`src/rtl/mp3_pkg.sv`:
```
// rtl/mp3_pkg.sv - shared types and constants for the MP3 playback sequencer
package mp3_pkg;

  localparam int SEL_W_DEF = 4;

  localparam logic [1:0] MODE_QUEUE  = 2'b00;
  localparam logic [1:0] MODE_RETRIG = 2'b01;
  localparam logic [1:0] MODE_DROP   = 2'b10;

  typedef enum logic [1:0] {
    IDLE = 2'd0,
    HOLD = 2'd1,
    PLAY = 2'd2,
    GAP  = 2'd3
  } play_state_t;

endpackage

```
`src/rtl/mp3_play_ctrl_if.sv`:
```
// rtl/mp3_play_ctrl_if.sv - classifier intake and MP3 driver handshake bundle
interface mp3_play_ctrl_if
  import mp3_pkg::*;
#(
  parameter int SEL_W = SEL_W_DEF
);

  logic             valid_in;
  logic [SEL_W-1:0] decision;
  logic [1:0]       mode;
  logic             drv_done;
  logic             drv_run;
  logic [SEL_W-1:0] drv_sel;

  modport master (
    output valid_in, decision, mode, drv_done,
    input  drv_run, drv_sel
  );

  modport slave (
    input  valid_in, decision, mode, drv_done,
    output drv_run, drv_sel
  );

endinterface

```
`src/rtl/mp3_play_ctrl_fifo.sv`:
```
// rtl/mp3_play_ctrl_fifo.sv - pending-clip queue with flush; flush+push keeps only the new entry
module play_fifo #(
  parameter int W     = 4,
  parameter int DEPTH = 4
) (
  input  logic                       clk,
  input  logic                       rst_n,
  input  logic                       push,
  input  logic                       pop,
  input  logic                       flush,
  input  logic [W-1:0]               din,
  output logic [W-1:0]               dout,
  output logic                       full,
  output logic                       empty,
  output logic [$clog2(DEPTH+1)-1:0] count
);

  localparam int AW = $clog2(DEPTH);
  localparam int CW = $clog2(DEPTH+1);

  logic [W-1:0]  mem [DEPTH];
  logic [AW-1:0] wr_ptr;
  logic [AW-1:0] rd_ptr;
  logic          do_push;
  logic          do_pop;

  assign full  = (count == CW'(DEPTH));
  assign empty = (count == '0);
  assign dout  = mem[rd_ptr];

  // A pop frees a slot in the same cycle, so a full queue may still take a push.
  always_comb begin
    do_pop  = pop && !empty && !flush;
    do_push = push && (!full || do_pop);
  end

  always_ff @(posedge clk) begin
    if (flush && push)
      mem[0] <= din;
    else if (do_push)
      mem[wr_ptr] <= din;
  end

  always_ff @(posedge clk or negedge rst_n) begin
    if (!rst_n) begin
      wr_ptr <= '0;
      rd_ptr <= '0;
      count  <= '0;
    end else if (flush) begin
      rd_ptr <= '0;
      wr_ptr <= push ? AW'(1) : '0;
      count  <= push ? CW'(1) : '0;
    end else begin
      if (do_push)
        wr_ptr <= wr_ptr + AW'(1);
      if (do_pop)
        rd_ptr <= rd_ptr + AW'(1);
      count <= count + CW'(do_push) - CW'(do_pop);
    end
  end

endmodule

```
`src/rtl/mp3_play_ctrl.sv`:
```
// rtl/mp3_play_ctrl.sv - playback sequencer: intake policy, clip queue, driver reset/play/gap FSM
module mp3_play_ctrl
  import mp3_pkg::*;
#(
  parameter int SEL_W      = SEL_W_DEF,
  parameter int N_CLIPS    = 10,
  parameter int FIFO_DEPTH = 4,
  parameter int RST_HOLD   = 16,
  parameter int GAP_CYCLES = 1000
) (
  input  logic                            clk,
  input  logic                            rst_n,
  mp3_play_ctrl_if.slave                  ifc,
  output logic                            busy,
  output logic [$clog2(FIFO_DEPTH+1)-1:0] q_count,
  output logic                            drop_pulse
);

  localparam int HW = $clog2(RST_HOLD+1);
  localparam int GW = $clog2(GAP_CYCLES+1);

  play_state_t      state;
  logic [HW-1:0]    hold_cnt;
  logic [GW-1:0]    gap_cnt;
  logic             reload;
  logic             drv_run_q;
  logic [SEL_W-1:0] drv_sel_q;

  logic             fifo_full;
  logic             fifo_empty;
  logic [SEL_W-1:0] head;
  logic             valid_clip;
  logic             push;
  logic             pop;
  logic             flush;
  logic             abort;

  assign ifc.drv_run = drv_run_q;
  assign ifc.drv_sel = drv_sel_q;

  // After an abort the FSM sits in HOLD with reload set and pops the new clip from there,
  // so a retrigger never passes through IDLE and busy stays high.
  always_comb begin
    valid_clip = ifc.valid_in && (int'(ifc.decision) < N_CLIPS);
    flush      = valid_clip && (ifc.mode == MODE_RETRIG);
    abort      = flush && (state != IDLE);
    pop        = !flush && !fifo_empty && ((state == IDLE) || (state == HOLD && reload));
    case (ifc.mode)
      MODE_RETRIG: push = valid_clip;
      MODE_DROP:   push = valid_clip && (state == IDLE) && fifo_empty;
      default:     push = valid_clip && (!fifo_full || pop);
    endcase
  end

  play_fifo #(
    .W     (SEL_W),
    .DEPTH (FIFO_DEPTH)
  ) u_fifo (
    .clk   (clk),
    .rst_n (rst_n),
    .push  (push),
    .pop   (pop),
    .flush (flush),
    .din   (ifc.decision),
    .dout  (head),
    .full  (fifo_full),
    .empty (fifo_empty),
    .count (q_count)
  );

  always_ff @(posedge clk or negedge rst_n) begin
    if (!rst_n) begin
      state      <= IDLE;
      busy       <= 1'b0;
      drv_run_q  <= 1'b0;
      drv_sel_q  <= '0;
      hold_cnt   <= '0;
      gap_cnt    <= '0;
      reload     <= 1'b0;
      drop_pulse <= 1'b0;
    end else begin
      drop_pulse <= ifc.valid_in && !push;
      if (abort) begin
        state     <= HOLD;
        busy      <= 1'b1;
        drv_run_q <= 1'b0;
        reload    <= 1'b1;
        hold_cnt  <= HW'(RST_HOLD);
        gap_cnt   <= '0;
      end else begin
        case (state)
          IDLE: begin
            if (pop) begin
              drv_sel_q <= head;
              hold_cnt  <= HW'(RST_HOLD);
              state     <= HOLD;
              busy      <= 1'b1;
            end
          end
          HOLD: begin
            if (reload) begin
              reload <= 1'b0;
              if (pop) begin
                drv_sel_q <= head;
                hold_cnt  <= HW'(RST_HOLD);
              end else begin
                state <= IDLE;
                busy  <= 1'b0;
              end
            end else if (hold_cnt == '0) begin
              state     <= PLAY;
              drv_run_q <= 1'b1;
            end else begin
              hold_cnt <= hold_cnt - HW'(1);
            end
          end
          PLAY: begin
            if (ifc.drv_done) begin
              state     <= GAP;
              drv_run_q <= 1'b0;
              gap_cnt   <= GW'(GAP_CYCLES);
            end
          end
          GAP: begin
            if (gap_cnt == '0) begin
              state <= IDLE;
              busy  <= 1'b0;
            end else begin
              gap_cnt <= gap_cnt - GW'(1);
            end
          end
          default: state <= IDLE;
        endcase
      end
    end
  end

endmodule

```
`src/flat_wrapper.sv`:
```
// flat-port wrapper written by rule: the top's interface ports become plain ports
module mp3_play_ctrl_flat import mp3_pkg::*;
#(
  parameter int SEL_W      = SEL_W_DEF,
  parameter int N_CLIPS    = 10,
  parameter int FIFO_DEPTH = 4,
  parameter int RST_HOLD   = 16,
  parameter int GAP_CYCLES = 1000
)
  (clk, rst_n, busy, q_count, drop_pulse, ifc_valid_in, ifc_decision, ifc_mode, ifc_drv_done, ifc_drv_run, ifc_drv_sel);
  mp3_play_ctrl_if #(.SEL_W(SEL_W)) ifc_i ();
  input  logic clk;
  input  logic rst_n;
  output logic busy;
  output logic [$clog2(FIFO_DEPTH+1)-1:0] q_count;
  output logic drop_pulse;
  input wire logic [$bits(ifc_i.valid_in)-1:0] ifc_valid_in;
  input wire logic [$bits(ifc_i.decision)-1:0] ifc_decision;
  input wire logic [$bits(ifc_i.mode)-1:0] ifc_mode;
  input wire logic [$bits(ifc_i.drv_done)-1:0] ifc_drv_done;
  output wire logic [$bits(ifc_i.drv_run)-1:0] ifc_drv_run;
  output wire logic [$bits(ifc_i.drv_sel)-1:0] ifc_drv_sel;
  assign ifc_i.valid_in = ifc_valid_in;
  assign ifc_i.decision = ifc_decision;
  assign ifc_i.mode = ifc_mode;
  assign ifc_i.drv_done = ifc_drv_done;
  assign ifc_drv_run = ifc_i.drv_run;
  assign ifc_drv_sel = ifc_i.drv_sel;
  mp3_play_ctrl #(.SEL_W(SEL_W), .N_CLIPS(N_CLIPS), .FIFO_DEPTH(FIFO_DEPTH), .RST_HOLD(RST_HOLD), .GAP_CYCLES(GAP_CYCLES)) u_core (.clk(clk), .rst_n(rst_n), .ifc(ifc_i), .busy(busy), .q_count(q_count), .drop_pulse(drop_pulse));
endmodule
```
`config.mk`:
```
export PLATFORM = sky130hd
export DESIGN_NAME = mp3_play_ctrl_flat
export DESIGN_NICKNAME = d
export VERILOG_FILES = /design/src/rtl/mp3_pkg.sv /design/src/rtl/mp3_play_ctrl_if.sv /design/src/rtl/mp3_play_ctrl_fifo.sv /design/src/rtl/mp3_play_ctrl.sv /design/src/flat_wrapper.sv
export SDC_FILE = /design/constraint.sdc
export NUM_CORES = 1
export LEC_CHECK = 0
export CAP_MARGIN = 30
export CORE_ASPECT_RATIO = 1.1
export CORE_MARGIN = 4
export CORE_UTILIZATION = 50
export CTS_BUF_LIST = sky130_fd_sc_hd__clkbuf_8
export CTS_CLUSTER_DIAMETER = 80
export DETAILED_ROUTE_END_ITERATION = 12
export PLACE_DENSITY = 0.75
export SLEW_MARGIN = 20
export SYNTH_ARGS = -nofsm -noshare
export SYNTH_HDL_FRONTEND = slang
export SYNTH_SLANG_ARGS = --single-unit
```
`constraint.sdc`:
```
create_clock -name clk -period 5.2 [get_ports clk]
set_input_delay 0.52 -clock clk [delete_from_list [all_inputs] [get_ports clk]]
set_output_delay 0.52 -clock clk [all_outputs]
set_load 0.1 [all_outputs]
```
==> run summary, run 1 <==
hold depth - 1
H-Tree Depth - 2
Setup CP Type - register to register
slew at the pin closest to its max-slew limit - 974 ps
maximum vdd drop - 0.373 mV
chip height - 82.2 um
Area Growth Syn to Fin - 15.8%
layout cells sized above 1 - 0.115
Comb power frac - 0.513
Pre-antenna DRT Iters - 4
share of the synthesized area in the top cell type - 0.320
Hold Crit Class - register to register
Cell Int Power - 1090 uW
core box area - 0.00475 sq mm
YS warnings - 0
antenna viol nets, final - 0
Num CTS Buffers - 5
clock share of power - 0.162
WHS Endpoint - u_core.ifc.drv_sel[1]
via count - 1825
critical path's most frequent cell - inv_1
Final Setup Violations - 0
post-layout util - 0.610
Post-CTS Resized - 0
status - finished, final reports clean
commonest non-fill, non-tap cell in the layout - dfrtp_1
NetSw - 894 uW
initial antenna violation count - 0
final wirelength - 4.77 mm
unrepaired setup endpoints after global routing - no
slew margin rel. - 0.348
Synth Area in Adders - 0.0680
post-synthesis mux area share - 0.0740
CP Cell Sequence - inv_1, ha_1, a21oi_1, a311o_1, inv_1, ha_1, inv_1, ha_1, inv_1, fa_1, xor2_1, xnor2_1, nor2_1
Setup crit start kind - register
clk sink count - 48
CP Max Fanout - 9
total power - 1980 uW
IO buf count - 19
RR Endpoint - u_core.u_fifo.count[2]
Post-DP HPWL - 3.43 mm
final worst-path cycle share - 0.564
# IOs - 20
worst reg2reg path depth - 13
CTS tree - built
prevailing post-synth register cell - dfrtp_1
Setup crit end kind - register
leakage power - 0.00116 uW
Max Buffers Root-to-Sink - 2
fin. max-slew vios - 0
remaining global-route overflow - 0
die extent in x - 75.5 um
xor and xnor area share after synthesis - 0.0175
r2r setup slk - 2270 ps
Tmin final - 2930 ps
largest cells by area after synthesis - dfrtp_1 32%, edfxtp_1 19%, ha_1 6.0%, mux4_2 3.6%, nor2_1 3.1%
WP data required - 5370 ps
setup bufs post-CTS - 0
Max Clock Skew - 8.88 ps
Worst EP arrival - 3100 ps
hold_buf cts - 0
Setup TNS - 0 ps
reg2reg start - u_core.state[1]
Synth Area in Simple Gates - 0.164
total of max-cap violations - 0
sequential-to-total area share from yosys stat - 0.512
largest net degree at the start of global routing - 33
largest area contributor in the netlist - dfrtp_1
# DRC - 0
row count - 26
Distinct cells, synth - 46
CTS clk-pin slew, worst paths - 90 ps
Synth Instances - 228
multi-input combinational cell area - 0.00114 sq mm
Reg power frac - 0.325
asr flop ratio synth - 0.667
Post-Place Cell Area - 0.00275 sq mm
GPL Wtd Cong - 0.816
combinational family with the most area after synthesis - simple AND/OR/NAND/NOR gates
#FFs+latches synth - 48
vias per inst - 5.93
Critical Path Max Stage Delay - 410 ps
first-pass GRT wire length - 8.37 mm
# fillers - 383
Setup WS post-layout - 2270 ps
drt wl/cell - 15.5 um
Peak Freq - 341 MHz
Layout Nets - 274
post-place setup slack - 2020 ps
EDFF count, synth - 16
Final Hold Fails - 0
Synth Area in Compound Gates - 0.133
synthesized cell area - 0.00250 sq mm
slowest CP cell - dfrtp_1
clk_lat worst skew - 310 ps
Net Sw Frac - 0.451
Worst Min Path Start - u_core.ifc.drv_sel[1]
vias in the first global route - 1709
Initial Utilization - 0.527
most frequent cells in the layout - 32 x dfrtp_1, 21 x nor2_1, 19 x clkdlybuf4s50_1
post-route cell area - 0.00290 sq mm
die area - 0.00620 sq mm
PD cells - 685 mW/mm^2
FF+latch area - 0.00128 sq mm
clk root buf - clkbuf_8
synthesized area per cell - 11.0 sq um
Total GRT Usage - 0.179
# diodes - 0
Syn Nets - 251
initial DRC count - 134
[power by group through the flow]
stage	registers, uW	logic (uW)	clock network (uW)
6_report	644	1020	322
5_1_grt	669	1120	349
4_1_cts	646	1020	329
3_5_place_dp	653	1020	0
3_3_place_gp	649	999	0
2_1_floorplan	879	566	0
[registers in the layout, summed over array words and instances (netlist names)]
name and count:
u_core.busy 1, u_core.u_fifo.rd_ptr 2, u_core.state 2, u_core.u_fifo.wr_ptr 2, u_core.reload 1, u_core.u_fifo.count 3
u_core.u_fifo.mem 16, u_core.drop_pulse 1, u_core.ifc.drv_sel 4, u_core.hold_cnt 5, u_core.gap_cnt 10, u_core.ifc.drv_run 1
[final cells by class]
class / instances / share of cell area
sequential: 48 / 0.442
multi-input combinational: 159 / 0.394
timing repair buffer: 22 / 0.0726
tap: 56 / 0.0242
clock buffer: 5 / 0.0238
clock inverter: 3 / 0.0238
inverter: 15 / 0.0194
[worst max path at each step]
stage | from | endpoint | slack (ps) | depth (start not counted)
floorplan | u_core.u_fifo.count[2] | u_core.u_fifo.count[2] | 2140 | 11
global placement | ifc_mode[0] | u_core.u_fifo.count[2] | 2080 | 13
detailed placement | ifc_mode[1] | u_core.u_fifo.count[2] | 2020 | 13
CTS | u_core.state[1] | u_core.u_fifo.count[2] | 2250 | 13
global route | u_core.state[0] | u_core.u_fifo.count[2] | 1980 | 13
finish | u_core.state[1] | u_core.u_fifo.count[2] | 2270 | 13
[kinds of logic after synthesis]
| kind of cell | after synthesis |
|---|---|
| adder cells (fa/ha/maj) | 13 |
| multiplexers | 13 |
| buffers and inverters | 21 |
| XOR/XNOR | 5 |
| flip-flops | 48 |
| AO/OA/AOI/OAI | 47 |
| AND/OR/NAND/NOR | 81 |
[metal layers]
layer	part of all wire	vias to the layer above	global-route usage
met5	0	-	0
met4	0.014	0	0.0629
met3	0.048	7	0.0351
met2	0.47	46	0.272
met1	0.47	890	0.255
li1	-	882	-
[worst max-delay path, delay by kind of cell, from the launching register on]
kind,cells,cell delay (ps)
AO/OA/AOI/OAI,2,670
XOR/XNOR,2,300
adder cells (fa/ha/maj),4,1070
buffers and inverters,4,290
flip-flops,1,410
AND/OR/NAND/NOR,1,50
[synth_stat cells (2+ instances only)]
library cell,instances
a21oi_1,14
a311o_1,2
nand2_1,18
nor2b_1,2
or4_4,2
nand2b_1,5
o211ai_1,2
clkbuf_1,4
o31ai_1,2
nor2_1,21
nor4_1,4
inv_1,15
mux2_2,4
a311oi_1,5
o21ai_0,9
xor2_1,2
or3_1,5
ha_1,12
edfxtp_1,16
xnor2_1,3
dfrtp_1,32
mux2i_1,5
mux4_2,4
nand3_1,7
a21bo_2,3
nor3_1,10
[per-stage QoR]
| step | hold WS [ps] | cells |
|---|---|---|
| after floorplan | 224 | 228 |
| final | 511 | 308 |
| after global placement | 490 | 299 |
| after detailed placement | 495 | 299 |
| after global routing | 526 | 308 |
| after CTS | 517 | 307 |
Power figures use the tool's default switching activity.
==> run 2, diff against run 1 <==
clock period = 2.94 ns   (was 5.2 ns; I/O delays follow)
==> run 2 against run 1 <==
First-iteration DRC count decreased by 6.0%. Routed wire length increased by 2.5%. Via count increased by 0.88%. Design area increased by 1.8%. Die area unchanged. Critical path depth unchanged. Global-route usage increased by 0.34 points. Clock power increased by 51%. Clock-buffer cell count unchanged. Worst hold slack got worse by 53 ps. Critical path type unchanged. Largest cell class unchanged. Highest routed layer unchanged.
==> run summary, run 2 (synthesis gave the netlist of run 1 again) <==
slew at the pin closest to its max-slew limit - 833 ps (was 974 ps)
# IOs - 20 (unchanged)
CTS clk-pin slew, worst paths - 90 ps (about the same)
GPL Wtd Cong - 0.834 (was 0.816)
Setup crit start kind - register (unchanged)
total power - 3470 uW (was 1980 uW)
row count - 26 (unchanged)
Worst EP arrival - 2890 ps (was 3100 ps)
unrepaired setup endpoints after global routing - no (unchanged)
Setup TNS - 0 ps (unchanged)
Total GRT Usage - 0.183 (was 0.179)
drt wl/cell - 15.3 um (was 15.5 um)
clk sink count - 48 (unchanged)
maximum vdd drop - 0.775 mV (was 0.373 mV)
Regs by FF count - u_core.u_fifo.mem (16), u_core.gap_cnt (10), u_core.hold_cnt (5) (unchanged)
Net Sw Frac - 0.461 (was 0.451)
post-layout util - 0.621 (was 0.610)
Initial Utilization - 0.527 (unchanged)
Reg with most FFs - u_core.u_fifo.mem (unchanged)
WP data required - 3140 ps (was 5370 ps)
# diodes - 0 (unchanged)
Final Instance Count excl. Fillers - 320 (was 308)
PD cells - 1180 mW/mm^2 (was 685 mW/mm^2)
Setup CP Type - register to register (unchanged)
# DRC - 0 (unchanged)
die area - 0.00620 sq mm (unchanged)
Final Setup Violations - 0 (unchanged)
commonest non-fill, non-tap cell in the layout - dfrtp_1 (unchanged)
GR Layer Usage met2 - 0.283 (was 0.272)
hold_buf cts - 0 (unchanged)
Max Buffers Root-to-Sink - 2 (unchanged)
GRT busiest layer - met2 (unchanged)
H-Tree Depth - 2 (unchanged)
clk root buf - clkbuf_8 (unchanged)
Post-DP HPWL - 3.67 mm (was 3.43 mm)
Area Growth Syn to Fin - 17.9% (was 15.8%)
total of max-cap violations - 0 (unchanged)
routing usage on met3 - 0.0375 (was 0.0351)
slew margin rel. - 0.445 (was 0.348)
Cell Int Power - 1870 uW (was 1090 uW)
Comb power frac - 0.530 (was 0.513)
Reg power frac - 0.330 (was 0.325)
final worst-path cycle share - 0.917 (was 0.564)
setup bufs post-CTS - 0 (unchanged)
via count - 1841 (was 1825)
layout cells sized above 1 - 0.208 (was 0.115)
Min Hold Slack - 458 ps (was 511 ps)
final wirelength - 4.89 mm (was 4.77 mm)
fin. max-slew vios - 0 (unchanged)
Setup crit end kind - register (unchanged)
NetSw - 1600 uW (was 894 uW)
Layout Nets - 286 (was 274)
vias per inst - 5.75 (was 5.93)
Pre-antenna DRT Iters - 4 (unchanged)
CTS tree - built (unchanged)
Hold Crit Class - primary input to async pin (was register to register)
first-pass GRT wire length - 8.54 mm (was 8.37 mm)
initial antenna violation count - 0 (unchanged)
clock share of power - 0.140 (was 0.162)
remaining global-route overflow - 0 (unchanged)
Num CTS Buffers - 5 (unchanged)
antenna viol nets, final - 0 (unchanged)
Final Hold Fails - 0 (unchanged)
leakage power - 0.00121 uW (was 0.00116 uW)
initial DRC count - 126 (was 134)
vias in the first global route - 1785 (was 1709)
IO buf count - 19 (unchanged)
most frequent cells in the layout - 29 x dfrtp_1, 25 x buf_4, 21 x nor2_1 (was 32 x dfrtp_1, 21 x nor2_1, 19 x clkdlybuf4s50_1)
Largest register FFs - 16 (unchanged)
chip height - 82.2 um (unchanged)
clk_lat worst skew - 300 ps (was 310 ps)
Tmin final - 2700 ps (was 2930 ps)
placed insts - 312 (was 299)
core box area - 0.00475 sq mm (unchanged)
Peak Freq - 371 MHz (was 341 MHz)
Max Clock Skew - 6.47 ps (was 8.88 ps)
status - finished, final reports clean (unchanged)
largest net degree at the start of global routing - 18 (was 33)
CP Max Fanout - 6 (was 9)
die extent in x - 75.5 um (unchanged)
GRT met1 Usage - 0.259 (was 0.255)
-- run 2: metal layers --
| layer | vias up | part of all wire |
|---|---|---|
| met2 | 34 | 0.47 |
| li1 | 909 | - |
| met5 | - | 0 |
| met1 | 893 | 0.48 |
| met3 | 5 | 0.036 |
| met4 | 0 | 0.011 |
-- run 2: power by group through the flow --
stage / logic [uW] / registers (uW) / clock network (uW)
3_5_place_dp: 1840 / 1160 / 0
4_1_cts: 1840 / 1150 / 495
3_3_place_gp: 1800 / 1150 / 0
5_1_grt: 2030 / 1190 / 525
2_1_floorplan: 1000 / 1560 / 0
6_report: 1840 / 1140 / 487
-- run 2: timing repair --
item,CTS,global route
setup endpoints to repair,0,1
endpoints found under the hold margin,0,0
resized for setup,0,1
-- run 2: final cells by class --
| class | count | area [sq um] |
|---|---|---|
| inverter | 15 | 56.3 |
| clock inverter | 3 | 46.3 |
| clock buffer | 5 | 68.8 |
| tap | 56 | 70.1 |
| fill | 396 | 1800 |
| timing repair buffer | 34 | 278 |
| multi-input combinational | 159 | 1140 |
| sequential | 48 | 1280 |
-- run 2: metrics by stage --
step | worst slack (ps) | cell area, sq um
3_3_place_gp | 130 | 2830
4_1_cts | 183 | 2950
5_1_grt | 57.9 | 2950
2_1_floorplan | 182 | 2510
6_report | 245 | 2950
3_5_place_dp | 64.9 | 2830
-- run 2: final timing paths --
| kind | start | end | slack [ps] | cells after the start |
|---|---|---|---|---|
| setup reg to reg | u_core.state[1] | u_core.u_fifo.count[2] | 240 | 13 |
| setup / recovery | u_core.state[1] | u_core.u_fifo.count[2] | 240 | 13 |
| hold reg to reg | u_core.ifc.drv_sel[3] | u_core.ifc.drv_sel[3] | 510 | 1 |
| min in group clk | u_core.ifc.drv_sel[3] | u_core.ifc.drv_sel[3] | 510 | 1 |
| hold / removal | rst_n | u_core.reload | 460 | 1 |
| max in group asynchronous | rst_n | u_core.gap_cnt[9] | 1810 | 2 |
-- run 2: worst max-delay path, stage by stage (launching register included) --
cell      delay (ps)
dfrtp_1          440
inv_1            160
ha_1             300
a21oi_2           90
o211ai_1         230
nand3_1          130
ha_1             280
inv_1             50
ha_1             120
inv_1             50
fa_1             370
xor2_1           180
xnor2_1          130
nor2_1            50
==> run 3, diff against run 2 <==
ABC_CLOCK_PERIOD_IN_PS = 2940   (was default)
==> results of run 3 <==
No change in the layout: final DEF, timing and power equal those of run 2.
